[config.mk]
export PLATFORM = sky130hd
export DESIGN_NAME = seg_scan_multi
export DESIGN_NICKNAME = d
export VERILOG_FILES = /design/src/rtl/seg_scan_multi.sv
export SDC_FILE = /design/constraint.sdc
export NUM_CORES = 1
export LEC_CHECK = 0
export ABC_AREA = 0
export CAP_MARGIN = 10
export CORE_MARGIN = 1.5
export CORE_UTILIZATION = 50
export DETAILED_ROUTE_END_ITERATION = 7
export PLACE_DENSITY = 0.82
export SETUP_SLACK_MARGIN = 0.05
export SYNTH_ARGS = -nofsm -noshare
export SYNTH_HDL_FRONTEND = slang
export SYNTH_SLANG_ARGS = --single-unit
export TNS_END_PERCENT = 100
[constraint.sdc]
create_clock -name clk_divide -period 2.2 [get_ports clk_divide]
set_clock_uncertainty 0.15 [all_clocks]
set_input_delay 0.55 -clock clk_divide [delete_from_list [all_inputs] [get_ports clk_divide]]
set_output_delay 0.55 -clock clk_divide [all_outputs]
set_load 0.05 [all_outputs]
[src/rtl/seg_scan_multi.sv]
// Multi-channel seven-segment countdown driver: one shared shift-add-3 engine
// converts each channel in turn; a registered output stage applies lamp test, blink, overflow and blanking.
module seg_scan_multi #(
    parameter int CHANNELS  = 2,
    parameter int DIGITS    = 2,
    parameter int WIDTH     = 8,
    parameter int BLINK_DIV = 50
) (
    input  logic                         clk_divide,
    input  logic                         rst_n,
    input  logic                         enable,
    input  logic [CHANNELS*WIDTH-1:0]    data,
    input  logic                         lzb,
    input  logic [CHANNELS-1:0]          blink_mask,
    output logic [CHANNELS*DIGITS*7-1:0] seg,
    output logic                         frame_done
);

    localparam int          BW      = DIGITS * 4;
    localparam int          CH_W    = (CHANNELS > 1) ? $clog2(CHANNELS) : 1;
    localparam int          CNT_W   = $clog2(WIDTH + 1);
    localparam int          BL_W    = $clog2(BLINK_DIV);
    localparam logic [31:0] MAX_VAL = 32'(10**DIGITS - 1);
    localparam logic [6:0]  BLANK   = 7'b1111111;
    localparam logic [6:0]  DASH    = 7'b1111110;

    typedef enum logic [1:0] {IDLE, LOAD, SHIFT, WRITE} state_t;

    state_t            state, state_nx;
    logic [CH_W-1:0]   ch;
    logic [WIDTH-1:0]  bin_sr;
    logic [BW-1:0]     bcd_w, bcd_adj;
    logic              ovf_w;
    logic [CNT_W-1:0]  cnt;
    logic [BW-1:0]     store_bcd [CHANNELS];
    logic [CHANNELS-1:0] store_ovf;
    logic [BL_W-1:0]   blink_cnt;
    logic              phase;
    logic [WIDTH-1:0]  cur_val;
    logic [CHANNELS*DIGITS*7-1:0] seg_nx;
    logic              lead;
    logic [3:0]        nib;
    logic [6:0]        code;

    function automatic logic [BW-1:0] bcd_adjust(input logic [BW-1:0] b);
        logic [BW-1:0] r;
        r = b;
        for (int i = 0; i < DIGITS; i++)
            if (b[i*4 +: 4] >= 4'd5) r[i*4 +: 4] = b[i*4 +: 4] + 4'd3;
        return r;
    endfunction

    function automatic logic [6:0] seg_code(input logic [3:0] n);
        case (n)
            4'd0:    seg_code = 7'b0000001;
            4'd1:    seg_code = 7'b1001111;
            4'd2:    seg_code = 7'b0010010;
            4'd3:    seg_code = 7'b0000110;
            4'd4:    seg_code = 7'b1001100;
            4'd5:    seg_code = 7'b0100100;
            4'd6:    seg_code = 7'b0100000;
            4'd7:    seg_code = 7'b0001111;
            4'd8:    seg_code = 7'b0000000;
            4'd9:    seg_code = 7'b0000100;
            default: seg_code = BLANK;
        endcase
    endfunction

    assign cur_val = data[ch*WIDTH +: WIDTH];
    assign bcd_adj = bcd_adjust(bcd_w);

    always_comb begin
        state_nx = state;
        case (state)
            IDLE:    state_nx = LOAD;
            LOAD:    state_nx = SHIFT;
            SHIFT:   if (cnt == CNT_W'(1)) state_nx = WRITE;
            WRITE:   state_nx = LOAD;
            default: state_nx = IDLE;
        endcase
    end

    // Conversion engine: load, WIDTH shift-add-3 steps, write back to the channel store
    always_ff @(posedge clk_divide or negedge rst_n) begin
        if (!rst_n) begin
            state      <= IDLE;
            ch         <= '0;
            bin_sr     <= '0;
            bcd_w      <= '0;
            ovf_w      <= 1'b0;
            cnt        <= '0;
            store_ovf  <= '0;
            frame_done <= 1'b0;
            for (int k = 0; k < CHANNELS; k++) store_bcd[k] <= '0;
        end else begin
            state      <= state_nx;
            frame_done <= (state == WRITE) && (ch == CH_W'(CHANNELS - 1));
            case (state)
                LOAD: begin
                    bin_sr <= cur_val;
                    bcd_w  <= '0;
                    ovf_w  <= 32'(cur_val) > MAX_VAL;
                    cnt    <= CNT_W'(WIDTH);
                end
                SHIFT: begin
                    {bcd_w, bin_sr} <= {bcd_adj[BW-2:0], bin_sr, 1'b0};
                    cnt             <= cnt - 1'b1;
                end
                WRITE: begin
                    store_bcd[ch] <= bcd_w;
                    store_ovf[ch] <= ovf_w;
                    if (ch == CH_W'(CHANNELS - 1)) ch <= '0;
                    else                           ch <= ch + 1'b1;
                end
                default: ;
            endcase
        end
    end

    // Free-running blink timebase, independent of enable
    always_ff @(posedge clk_divide or negedge rst_n) begin
        if (!rst_n) begin
            blink_cnt <= '0;
            phase     <= 1'b0;
        end else if (blink_cnt == BL_W'(BLINK_DIV - 1)) begin
            blink_cnt <= '0;
            phase     <= ~phase;
        end else begin
            blink_cnt <= blink_cnt + 1'b1;
        end
    end

    // Display decode: lamp test > blink > overflow > leading-zero blanking > digit
    always_comb begin
        seg_nx = '1;
        lead   = 1'b0;
        nib    = '0;
        code   = BLANK;
        for (int k = 0; k < CHANNELS; k++) begin
            lead = lzb;
            for (int d = DIGITS - 1; d >= 0; d--) begin
                nib = store_bcd[k][d*4 +: 4];
                if (nib != 4'd0 || d == 0) lead = 1'b0;
                if (!enable)                     code = 7'b0000000;
                else if (blink_mask[k] && phase) code = BLANK;
                else if (store_ovf[k])           code = DASH;
                else if (lead)                   code = BLANK;
                else                             code = seg_code(nib);
                seg_nx[(k*DIGITS+d)*7 +: 7] = code;
            end
        end
    end

    always_ff @(posedge clk_divide or negedge rst_n) begin
        if (!rst_n) seg <= '1;
        else        seg <= seg_nx;
    end

endmodule

## After elaboration in Yosys (flattened, before gate mapping)

Memory sizes are Yosys's and may differ from the RTL's.
Cells that the tools add are included.

- Output and inout bits: 29
- Memory bits (read-only): 448
- Input port bits: 22
- Memories: 4
- Bits in registers: 78
- Logic and storage cells: 79

- Shifts and indexed selects: 1
- Bitwise logic cells: 2
- Multiplexer cells: 31
- $lt $le $gt $ge: 7
- Eq/ne operators: 6
- $add $sub $neg: 5
- Reductions and logical operators: 10

Memories:

| name | words | bits a word | rd ports | clocked after memory_dff | write ports | line | source |
|---|---|---|---|---|---|---|---|
| (name not given) | 16 | 7 | 1 | 0 | 0 | 54 | `case (n)` |
| (name not given) | 16 | 7 | 1 | 0 | 0 | 54 |  |
| (name not given) | 16 | 7 | 1 | 0 | 0 | 54 |  |
| (name not given) | 16 | 7 | 1 | 0 | 0 | 54 |  |

Operator list:

| operator | count |
|---|---|
| two-way mux 7 bit | 14 |
| case mux 8 bit (2 select lines) | 2 |
| bitwise mux 16 bit | 1 |
| variable part select 16 x 5 -> 8 bit | 1 |
| demux 8 bit (select 1 bit) | 1 |
| greater-or-equal comparator 4 x 3 -> 1 bit, second input constant | 2 |
| greater-than comparator 8 x 7 -> 1 bit, second input constant | 1 |
| two-way mux 8 bit | 1 |
| case mux 4 bit (2 select lines) | 1 |
| nonzero test 4 bit | 2 |
| adder 6 x 1 -> 6 bit, second input constant | 1 |
| equality test 6 bit, second input constant | 1 |
| two-way mux 6 bit | 1 |
| case mux 2 bit (3 select lines) | 1 |
| logical AND 1 bit | 5 |
| adder 4 x 2 -> 4 bit, second input constant | 1 |
| equality test 2 bit, second input constant | 2 |
| equality test 4 x 1 -> 1 bit, second input constant | 1 |
| two-way mux 1 bit | 4 |
| two-way mux 4 bit | 1 |
| subtractor 4 x 1 -> 4 bit, second input constant | 1 |
| adder 3 x 2 -> 3 bit, second input constant | 1 |
| two-way mux 3 bit | 1 |
| bitwise mux 2 bit | 1 |
| 14 further kinds | 14 |

## Logic depth before layout (Yosys ltp)

Gate-level depths: netlist of run 1.

- Word-level depth: 6
- Gate-level depth with buffers: 6

## Worst setup path before layout of run 1

Ideal clock, no wire load.

- Kind: register -> register
- Start point: reg store_bcd[5] in the netlist's numbering
- End point: reg seg[21]
- Stages on the path, launching flop included: 7
- Slack: 0.582 ns
- Setup time: 0.060 ns
- Path buffers: 0
- Arrival: 1.408 ns
- Period minus slack after synthesis: 1.618 ns
- Path through: dfrtp_1 -> inv_1 -> ha_1 -> nand2_1 -> nor3b_2 -> a2111oi_2 -> o21a_1

- Cells in the longest elaborated chain, start to end: 6

RTL lines:

| item | line | source |
|---|---|---|
| from (decl) | 35 | `logic [BW-1:0] store_bcd [CHANNELS];` |
| from (signal, indexed assignment) | 110 | `store_bcd[ch] <= bcd_w;` |
| branches (longest 2 deep; another with memory read (16 x 7 bit)) | - |  |
| two-way mux 7 bit * | 147 | `else if (lead) code = BLANK;` |
| two-way mux 7 bit * | 146 | `else if (store_ovf[k]) code = DASH;` |
| two-way mux 7 bit * | 145 | `else if (blink_mask[k] && phase) code = BLANK;` |
| two-way mux 7 bit * | 144 | `if (!enable) code = 7'b0000000;` |
| net seg_nx[21] | 40 | `logic [CHANNELS*DIGITS*7-1:0] seg_nx;` |
| to (signal assigned) | 156 | `else seg <= seg_nx;` |
| to (decl) | 15 | `output logic [CHANNELS*DIGITS*7-1:0] seg,` |

Mark *: on every way through the listed nets, which the timed path passes.
A chain may end at the register's enable or synchronous reset.

## Final worst setup path of run 1

Ends and elaborated chain as after synthesis.

==> results of run 1 <==
==> per-layer routing <==
layer / global-route usage, % / share of wire, %
met4: 10.70 / 3.4
met1: 22.65 / 44
met5: 0 / 0
met3: 3.301 / 3.7
met2: 31.00 / 48
==> kinds of logic (layout without fill, tap and decap cells) <==
| kind of cell | Yosys count | count (layout) |
|---|---|---|
| buf+inv | 38 | 89 |
| simple gates | 124 | 124 |
| flops | 78 | 78 |
| mux | 23 | 23 |
| xor+xnor | 9 | 9 |
| fa+ha+maj | 31 | 31 |
| compound gates | 109 | 109 |
==> critical path, cell delays in order (launching register included) <==
cell and delay (ns):
dfrtp_1 0.43, inv_1 0.20, ha_1 0.22, nand2_1 0.10, nor3b_2 0.17, a2111oi_2 0.33, o21a_1 0.16
==> through the flow <==
stage	hold WS (ns)	instances	area [sq um]	total power, uW
after floorplan	0.1044	412	4180	3614
after global placement	0.3170	552	4662	3987
after detailed placement	0.3296	552	4662	4072
after CTS	0.08734	568	4871	5217
after global routing	0.1117	568	4871	5551
final	0.07250	568	4871	5185
==> registers in the layout, indices dropped and copies added, names as in the netlist <==
| name | count |
|---|---|
| ovf_w | 1 |
| ch | 1 |
| blink_cnt | 6 |
| cnt | 4 |
| bin_sr | 8 |
| store_ovf | 2 |
| phase | 1 |
| nib | 4 |
| store_bcd | 12 |
| state | 2 |
| bcd_w | 8 |
| frame_done | 1 |
| seg | 28 |
==> how the worst max path moves through the flow <==
| stage | start | end | slack [ns] | cells past startpoint |
|---|---|---|---|---|
| floorplan | store_bcd[5]$_DFFE_PN0P_ | seg[21]$_DFF_PN1_ | 0.58 | 6 |
| global placement | lzb | seg[21]$_DFF_PN1_ | 0.19 | 5 |
| detailed placement | lzb | seg[21]$_DFF_PN1_ | 0.16 | 5 |
| CTS | store_bcd[5]$_DFFE_PN0P_ | seg[21]$_DFF_PN1_ | 0.39 | 6 |
| global route | store_bcd[5]$_DFFE_PN0P_ | seg[21]$_DFF_PN1_ | 0.28 | 6 |
| finish | store_bcd[5]$_DFFE_PN0P_ | seg[21]$_DFF_PN1_ | 0.39 | 6 |
==> placed cells by master (no fill, tap or decap), types with 20 or more instances in the layout <==
master and count:
o21a_1 20, dfstp_2 28, nand2_1 43, o21ai_0 25
clkdlybuf4s50_1 20, ha_1 31, buf_4 33, nor2_1 34
a21oi_1 31, dfrtp_1 50
==> power by group through the flow <==
stage | Combinational, uW | Clock (uW) | Sequential, uW
2_1_floorplan | 1160 | 0 | 2450
3_3_place_gp | 1790 | 0 | 2190
3_5_place_dp | 1850 | 0 | 2220
4_1_cts | 1880 | 1140 | 2200
5_1_grt | 2070 | 1210 | 2270
6_report | 1870 | 1110 | 2200
==> layout make-up <==
cell class | count | area, sq um | share of cell area (%)
clock inverters | 5 | 56.30 | 1.156
inverters | 18 | 67.56 | 1.387
clock buffers | 11 | 152.6 | 3.134
multi-input cells | 296 | 2003 | 41.13
repair buffers | 55 | 473.0 | 9.710
well taps | 105 | 131.4 | 2.697
flip-flops and latches | 78 | 1987 | 40.79
==> summary.md, run 1 <==
| Metric | Value |
|---|---|
| First-pass GRT wire length | 12.98 mm |
| Final wirelength | 7.686 mm |
| Initial Util | 51.13% |
| Vias in the first global route | 2,928 |
| Compound-Gate Fraction of Synth Area | 16.25% |
| # nets final | 511 |
| Post-Syn Instances | 412 |
| Post-synthesis sequential area ratio | 47.53% |
| CP Data Arrival Time | 1.95 ns |
| Post-Synth Simple-Gate Area | 14.58% |
| RSZ-0062 raised after global routing | no |
| Die ar. | 8918 sq um |
| Worst reg2reg startpoint | store_bcd[5]$_DFFE_PN0P_ |
| Routed vias | 3,012 |
| Reg2reg end | seg[21]$_DFF_PN1_ |
| Leak | 0.002158 uW |
| 1st-iter DRT viols | 103 |
| Outcome | complete, no violations |
| Cts bufs inserted | 9 |
| Critical path launch point type | register |
| Resized Gates After CTS | 0 |
| Total of warnings raised by yosys | 0 |
| Slew margin rel. | 57.41% |
| Flops & latches, synth | 78 |
| CTS tree | built |
| Per-cell routed wire length | 13.53 um |
| Port buffer count | 50 |
| Synth top area share | 29.93% |
| Most used DFF post-synth | dfrtp_1 |
| Clk root buf | clkbuf_8 |
| # IOs | 51 |
| Fin crit period | 1.812 ns |
| Syn Nets | 465 |
| Area leader, netlist | dfrtp_1 |
| IR drop worst, VDD | 335.2 uV |
| Number of enable flip-flop cells after synthesis | 0 |
| Unique masters post-synth | 44 |
| XOR/XNOR share of the synthesized area | 1.886% |
| Fill count | 679 |
| Ranking of synthesized cells by area | dfrtp_1 30%, dfstp_2 18%, ha_1 9.3%, nand2_1 3.9%, a21oi_1 3.7% |
| CTS clock-pin slew for the worst setup and hold paths | 0.08 ns |
| Post-CTS setup buffer count | 0 |
| Most frequent cell after synthesis | dfrtp_1 |
| Finish-stage setup viols | 0 |
| CP Class | reg -> reg |
| Final core utilization | 59.58% |
| Hold Fails Final Rpt | 0 |
| Initial antenna violation count | 0 |
| Number of nets still failing antenna checks after routing | 0 |
| P_int | 3142 uW |
| Worst-Skew Late Latency | 0.35 ns |
| Crit. End Element | register |
| Slew Viols, Final | 0 |
| Worst-path fanout max | 5 |
| Post-Synthesis Cell Area | 4180 sq um |
| Power per standard cell area | 1064 nW/um^2 |
| Fmax | 0.5517 GHz |
| R2R depth | 6 |
| Routability cong. | 0.8377 |
| Adder-cell share of the synthesized area | 9.279% |
| Pre-CTS WS | 0.1612 ns |
| Setup TNS | 0 ns |
| # diodes | 0 |
| Share of cells above drive strength 1 | 20.95% |
| HPWL after DPL | 5.409 mm |
| Max-cap violations | 0 |
| Net Switching | 2042 uW |
| Vias/cell | 5.303 |
| GRT overflow | 0 |
| Worst Tran Pin Value | 0.6388 ns |
| Main combinational cell family by area after synthesis | compound AO/OA/AOI/OAI gates |
| Clk buf depth | 2 |
| Min-delay worst type | in -> async |
| Num rows | 33 |
| Net Sw Frac | 39.39% |
| Largest net degree at the start of global routing | 79 |
| Top cells by count, synth | 50 x dfrtp_1, 43 x nand2_1, 34 x nor2_1 |
| CP Data Required Time | 2.34 ns |
| DRC | 0 |
| Layout area overhead | 16.52% |
| Async S/R FF share, synth | 100.0% |
| Part of the power in combinational logic | 36.1% |
| Post-route clock period utilization | 82.38% |
| Worst setup margin | 0.3876 ns |
| Core area | 8175 sq um |
| Gr usage total | 18.61% |
| Drt first pass iters | 4 |
| Die X | 94.44 um |
| Mux cell area share after synthesis | 5.926% |
| Flop2flop setup slack | 0.39 ns |
| CTS sink count | 78 |
| Mean Syn Cell Area | 10.15 sq um |
| H-tree level count | 3 |
| Flop pwr share | 42.4% |
| Clock power share | 21.4% |
| Cts hold-fix bufs | 0 |
| Die height | 94.44 um |
Power figures use the tool's default switching activity.
==> run 2, diff against run 1 <==
==> constraint.sdc (replaced) <==
create_clock -name clk_divide -period 1.8 [get_ports clk_divide]
set_clock_uncertainty 0.15 [all_clocks]
set_input_delay 0.45 -clock clk_divide [delete_from_list [all_inputs] [get_ports clk_divide]]
set_output_delay 0.45 -clock clk_divide [all_outputs]
set_load 0.05 [all_outputs]
==> run 2 against run 1 <==
  * Sequential share of layout area down 3.4 points
  * Worst hold slack gained 0.023 ns
  * Cell count rose by 1.6%
  * Final area up 9.3%
  * Worst setup slack lost 0.27 ns
  * Die area unchanged
  * Routed wire length grew 2.2%
  * Power up 32%
  * Combinational power increased by 47%
  * Largest power group unchanged
  * Highest routed layer unchanged
==> summary.md, run 2 (synthesis gave the netlist of run 1 again) <==
| Metric | Value |
|---|---|
| Fmax | 0.5955 GHz (+7.9%) |
| Most common cell after layout, fill and taps aside | dfrtp_1 |
| CTS tree | built |
| Gr usage total | 19.54% (+0.93 points) |
| Net Sw Frac | 37.72% (-1.7 points) |
| Per-cell routed wire length | 13.62 um (+0.63%) |
| Part of the power in combinational logic | 40.1% (+4.0 points) |
| Die X | 94.44 um (unchanged) |
| 1st-iter DRT viols | 119 (+16%) |
| Flop pwr share | 40.5% (-1.9 points) |
| Clk buf depth | 2 (unchanged) |
| Gate family responsible for the most delay along the worst path | compound AO/OA/AOI/OAI gates |
| CP Data Arrival Time | 1.82 ns (-0.13 ns) |
| CTS sink count | 78 (unchanged) |
| Critical Path Sink | seg[7]$_DFF_PN1_ |
| Finish-stage setup viols | 0 (unchanged) |
| P_int | 4266 uW (+36%) |
| Layout area overhead | 27.39% |
| Pre-CTS WS | -0.1649 ns (-0.3261 ns) |
| Worst reg2reg startpoint | store_bcd[12]$_DFFE_PN0P_ |
| R2R depth | 6 (unchanged) |
| Crit. End Element | register |
| Slowest Stage Delay on Critical Path | 0.44 ns (about the same) |
| Share of cells above drive strength 1 | 23.52% (+2.6 points) |
| Most used routing layer | met2 |
| Net Switching | 2584 uW (+27%) |
| # nets final | 520 (+1.8%) |
| Initial Util | 51.13% (unchanged) |
| Flop2flop setup slack | 0.12 ns (-0.27 ns) |
| Leak | 0.002316 uW (+7.4%) |
| Fin crit period | 1.679 ns (-0.1330 ns) |
| Placement Cell Area | 5110 sq um (+9.6%) |
| Min-delay worst type | in -> async |
| Critical path buffers and inverters | 1 (unchanged) |
| Port buffer count | 50 (unchanged) |
| CP Cell Sequence | inv_2 -> ha_1 -> nand2_1 -> nor3b_1 -> a2111oi_1 -> o21a_1 |
| Routed vias | 3,089 (+2.6%) |
| CP Class | reg -> reg |
| Cts bufs inserted | 9 (unchanged) |
| Worst-path fanout max | 5 (unchanged) |
| DRC | 0 (unchanged) |
| GRT overflow | 0 (unchanged) |
| Vias/cell | 5.354 (+0.96%) |
| Grt met2 use | 34.47% (+3.5 points) |
| CTS clock-pin slew for the worst setup and hold paths | 0.08 ns (about the same) |
| # diodes | 0 (unchanged) |
| Core area | 8175 sq um (unchanged) |
| Initial antenna violation count | 0 (unchanged) |
| Layout Cell Area excl Fill | 5325 sq um (+9.3%) |
| Clk root buf | clkbuf_8 |
| Routing usage on met3 | 4.106% (+0.81 points) |
| Largest register by flop count | seg |
| Largest net degree at the start of global routing | 37 (-53%) |
| Post-route clock period utilization | 93.30% (+11 points) |
| Number of nets still failing antenna checks after routing | 0 (unchanged) |
| Reg2reg end | seg[7]$_DFF_PN1_ |
| Max-cap violations | 0 (unchanged) |
| Outcome | complete, no violations |
| Commonest non-fill, non-tap cells in the layout | 48 x dfrtp_1, 43 x nand2_1, 34 x nor2_1 |
| H-tree level count | 3 (unchanged) |
| Power per standard cell area | 1286 nW/um^2 (+21%) |
| Worst setup margin | 0.1206 ns (-0.2670 ns) |
| Setup crit start | store_bcd[12]$_DFFE_PN0P_ |
| Slew margin rel. | 68.29% (+11 points) |
| First-pass GRT wire length | 13.54 mm (+4.4%) |
| Crit path depth | 6 (unchanged) |
| Clock power share | 19.3% (-2.1 points) |
| Critical path launch point type | register |
| Drt first pass iters | 4 (unchanged) |
| HPWL after DPL | 5.711 mm (+5.6%) |
| Hold Fails Final Rpt | 0 (unchanged) |
| CP Data Required Time | 1.95 ns (-0.39 ns) |
| IR drop worst, VDD | 586.6 uV (+75%) |
| Num rows | 33 (unchanged) |
| Final wirelength | 7.857 mm (+2.2%) |
| RSZ-0062 raised after global routing | yes |
| CP max stage cell | dfrtp_2 |
| Worst-Skew Late Latency | 0.35 ns (about the same) |
| Routability cong. | 0.7890 (-5.8%) |
| Slew Viols, Final | 0 (unchanged) |
| Worst Tran Pin Value | 0.4756 ns (-0.1632 ns) |
| Die height | 94.44 um (unchanged) |
| # IOs | 51 (unchanged) |
| Cts hold-fix bufs | 0 (unchanged) |
| Global-route met1 utilization | 22.74% (+0.085 points) |
| Max reg flops | 28 (unchanged) |
| Largest regs | seg: 28 flops, store_bcd: 12 flops |
| Die ar. | 8918 sq um (unchanged) |
| Vias in the first global route | 2,991 (+2.2%) |
[run 2: changes by cell type in the layout (fill, tap and decap cells not counted), moves of 2 or more]
cell      previous run  this run
buf_12               1        32
buf_4               33        11
clkbuf_8             9        11
dfrtp_1             50        48
dfrtp_2              0         2
inv_1               18        15
inv_2                0         3
[run 2: through the flow]
stage               cells  setup TNS, ns  utilization [%]  total power, uW  hold slack (ns)
floorplan             412              0                -             4417         0.004409
global placement      560        -0.6008            62.50             5368           0.3158
detailed placement    560        -0.8367            62.50             5480           0.3325
CTS                   576              0            64.97             6849           0.1004
global route          577              0            65.14             7284           0.1180
finish                577              0            65.14             6850          0.09502
[run 2: what timing repair did]
item / in CTS / in global routing
endpoints found under the setup margin: 1 / 5
pin swaps: 0 / 2
buffers inserted: 0 / 1
resized for setup: 1 / 5
[run 2: metal layers]
layer | vias to the layer above | wire length [um]
met5 | - | 0
met4 | 0 | 129
met3 | 14 | 323
met2 | 71 | 4101
met1 | 1489 | 3303
li1 | 1515 | -
[run 2: power by group through the flow]
stage,Clock (uW),Sequential [uW],Combinational [uW]
6_report,1320,2780,2750
5_1_grt,1440,2840,3000
4_1_cts,1350,2760,2730
3_5_place_dp,0,2790,2690
3_3_place_gp,0,2760,2610
2_1_floorplan,0,2990,1420
[run 2: area by class of cell]
class	instances	area, sq um
Clock inverter	3	42.54
Tap cell	105	131.4
Fill cell	607	2850
Clock buffer	13	158.9
Sequential cell	78	1989
Inverter	18	67.56
Multi-Input combinational cell	296	2007
Timing Repair Buffer	64	928.4
[run 2: worst register-to-register path: stages, from the launching register on]
cell and delay, ns:
dfrtp_2 0.44, inv_2 0.09, ha_1 0.16, nand2_1 0.09, nor3b_1 0.15, a2111oi_1 0.38, o21a_1 0.17
[run 2: worst min path at each step]
| stage | from | end | slack (ns) | depth (start not counted) |
|---|---|---|---|---|
| CTS | rst_n | seg[20]$_DFF_PN1_ | 0.10 | 1 |
| global route | rst_n | seg[26]$_DFF_PN1_ | 0.12 | 1 |
| detailed placement | bin_sr[0]$_DFFE_PN0P_ | bin_sr[0]$_DFFE_PN0P_ | 0.33 | 2 |
| floorplan | rst_n | bcd_w[0]$_DFFE_PN0P_ | 0.004 | 0 |
| finish | rst_n | seg[20]$_DFF_PN1_ | 0.1 | 1 |
| global placement | bin_sr[0]$_DFFE_PN0P_ | bin_sr[0]$_DFFE_PN0P_ | 0.32 | 2 |
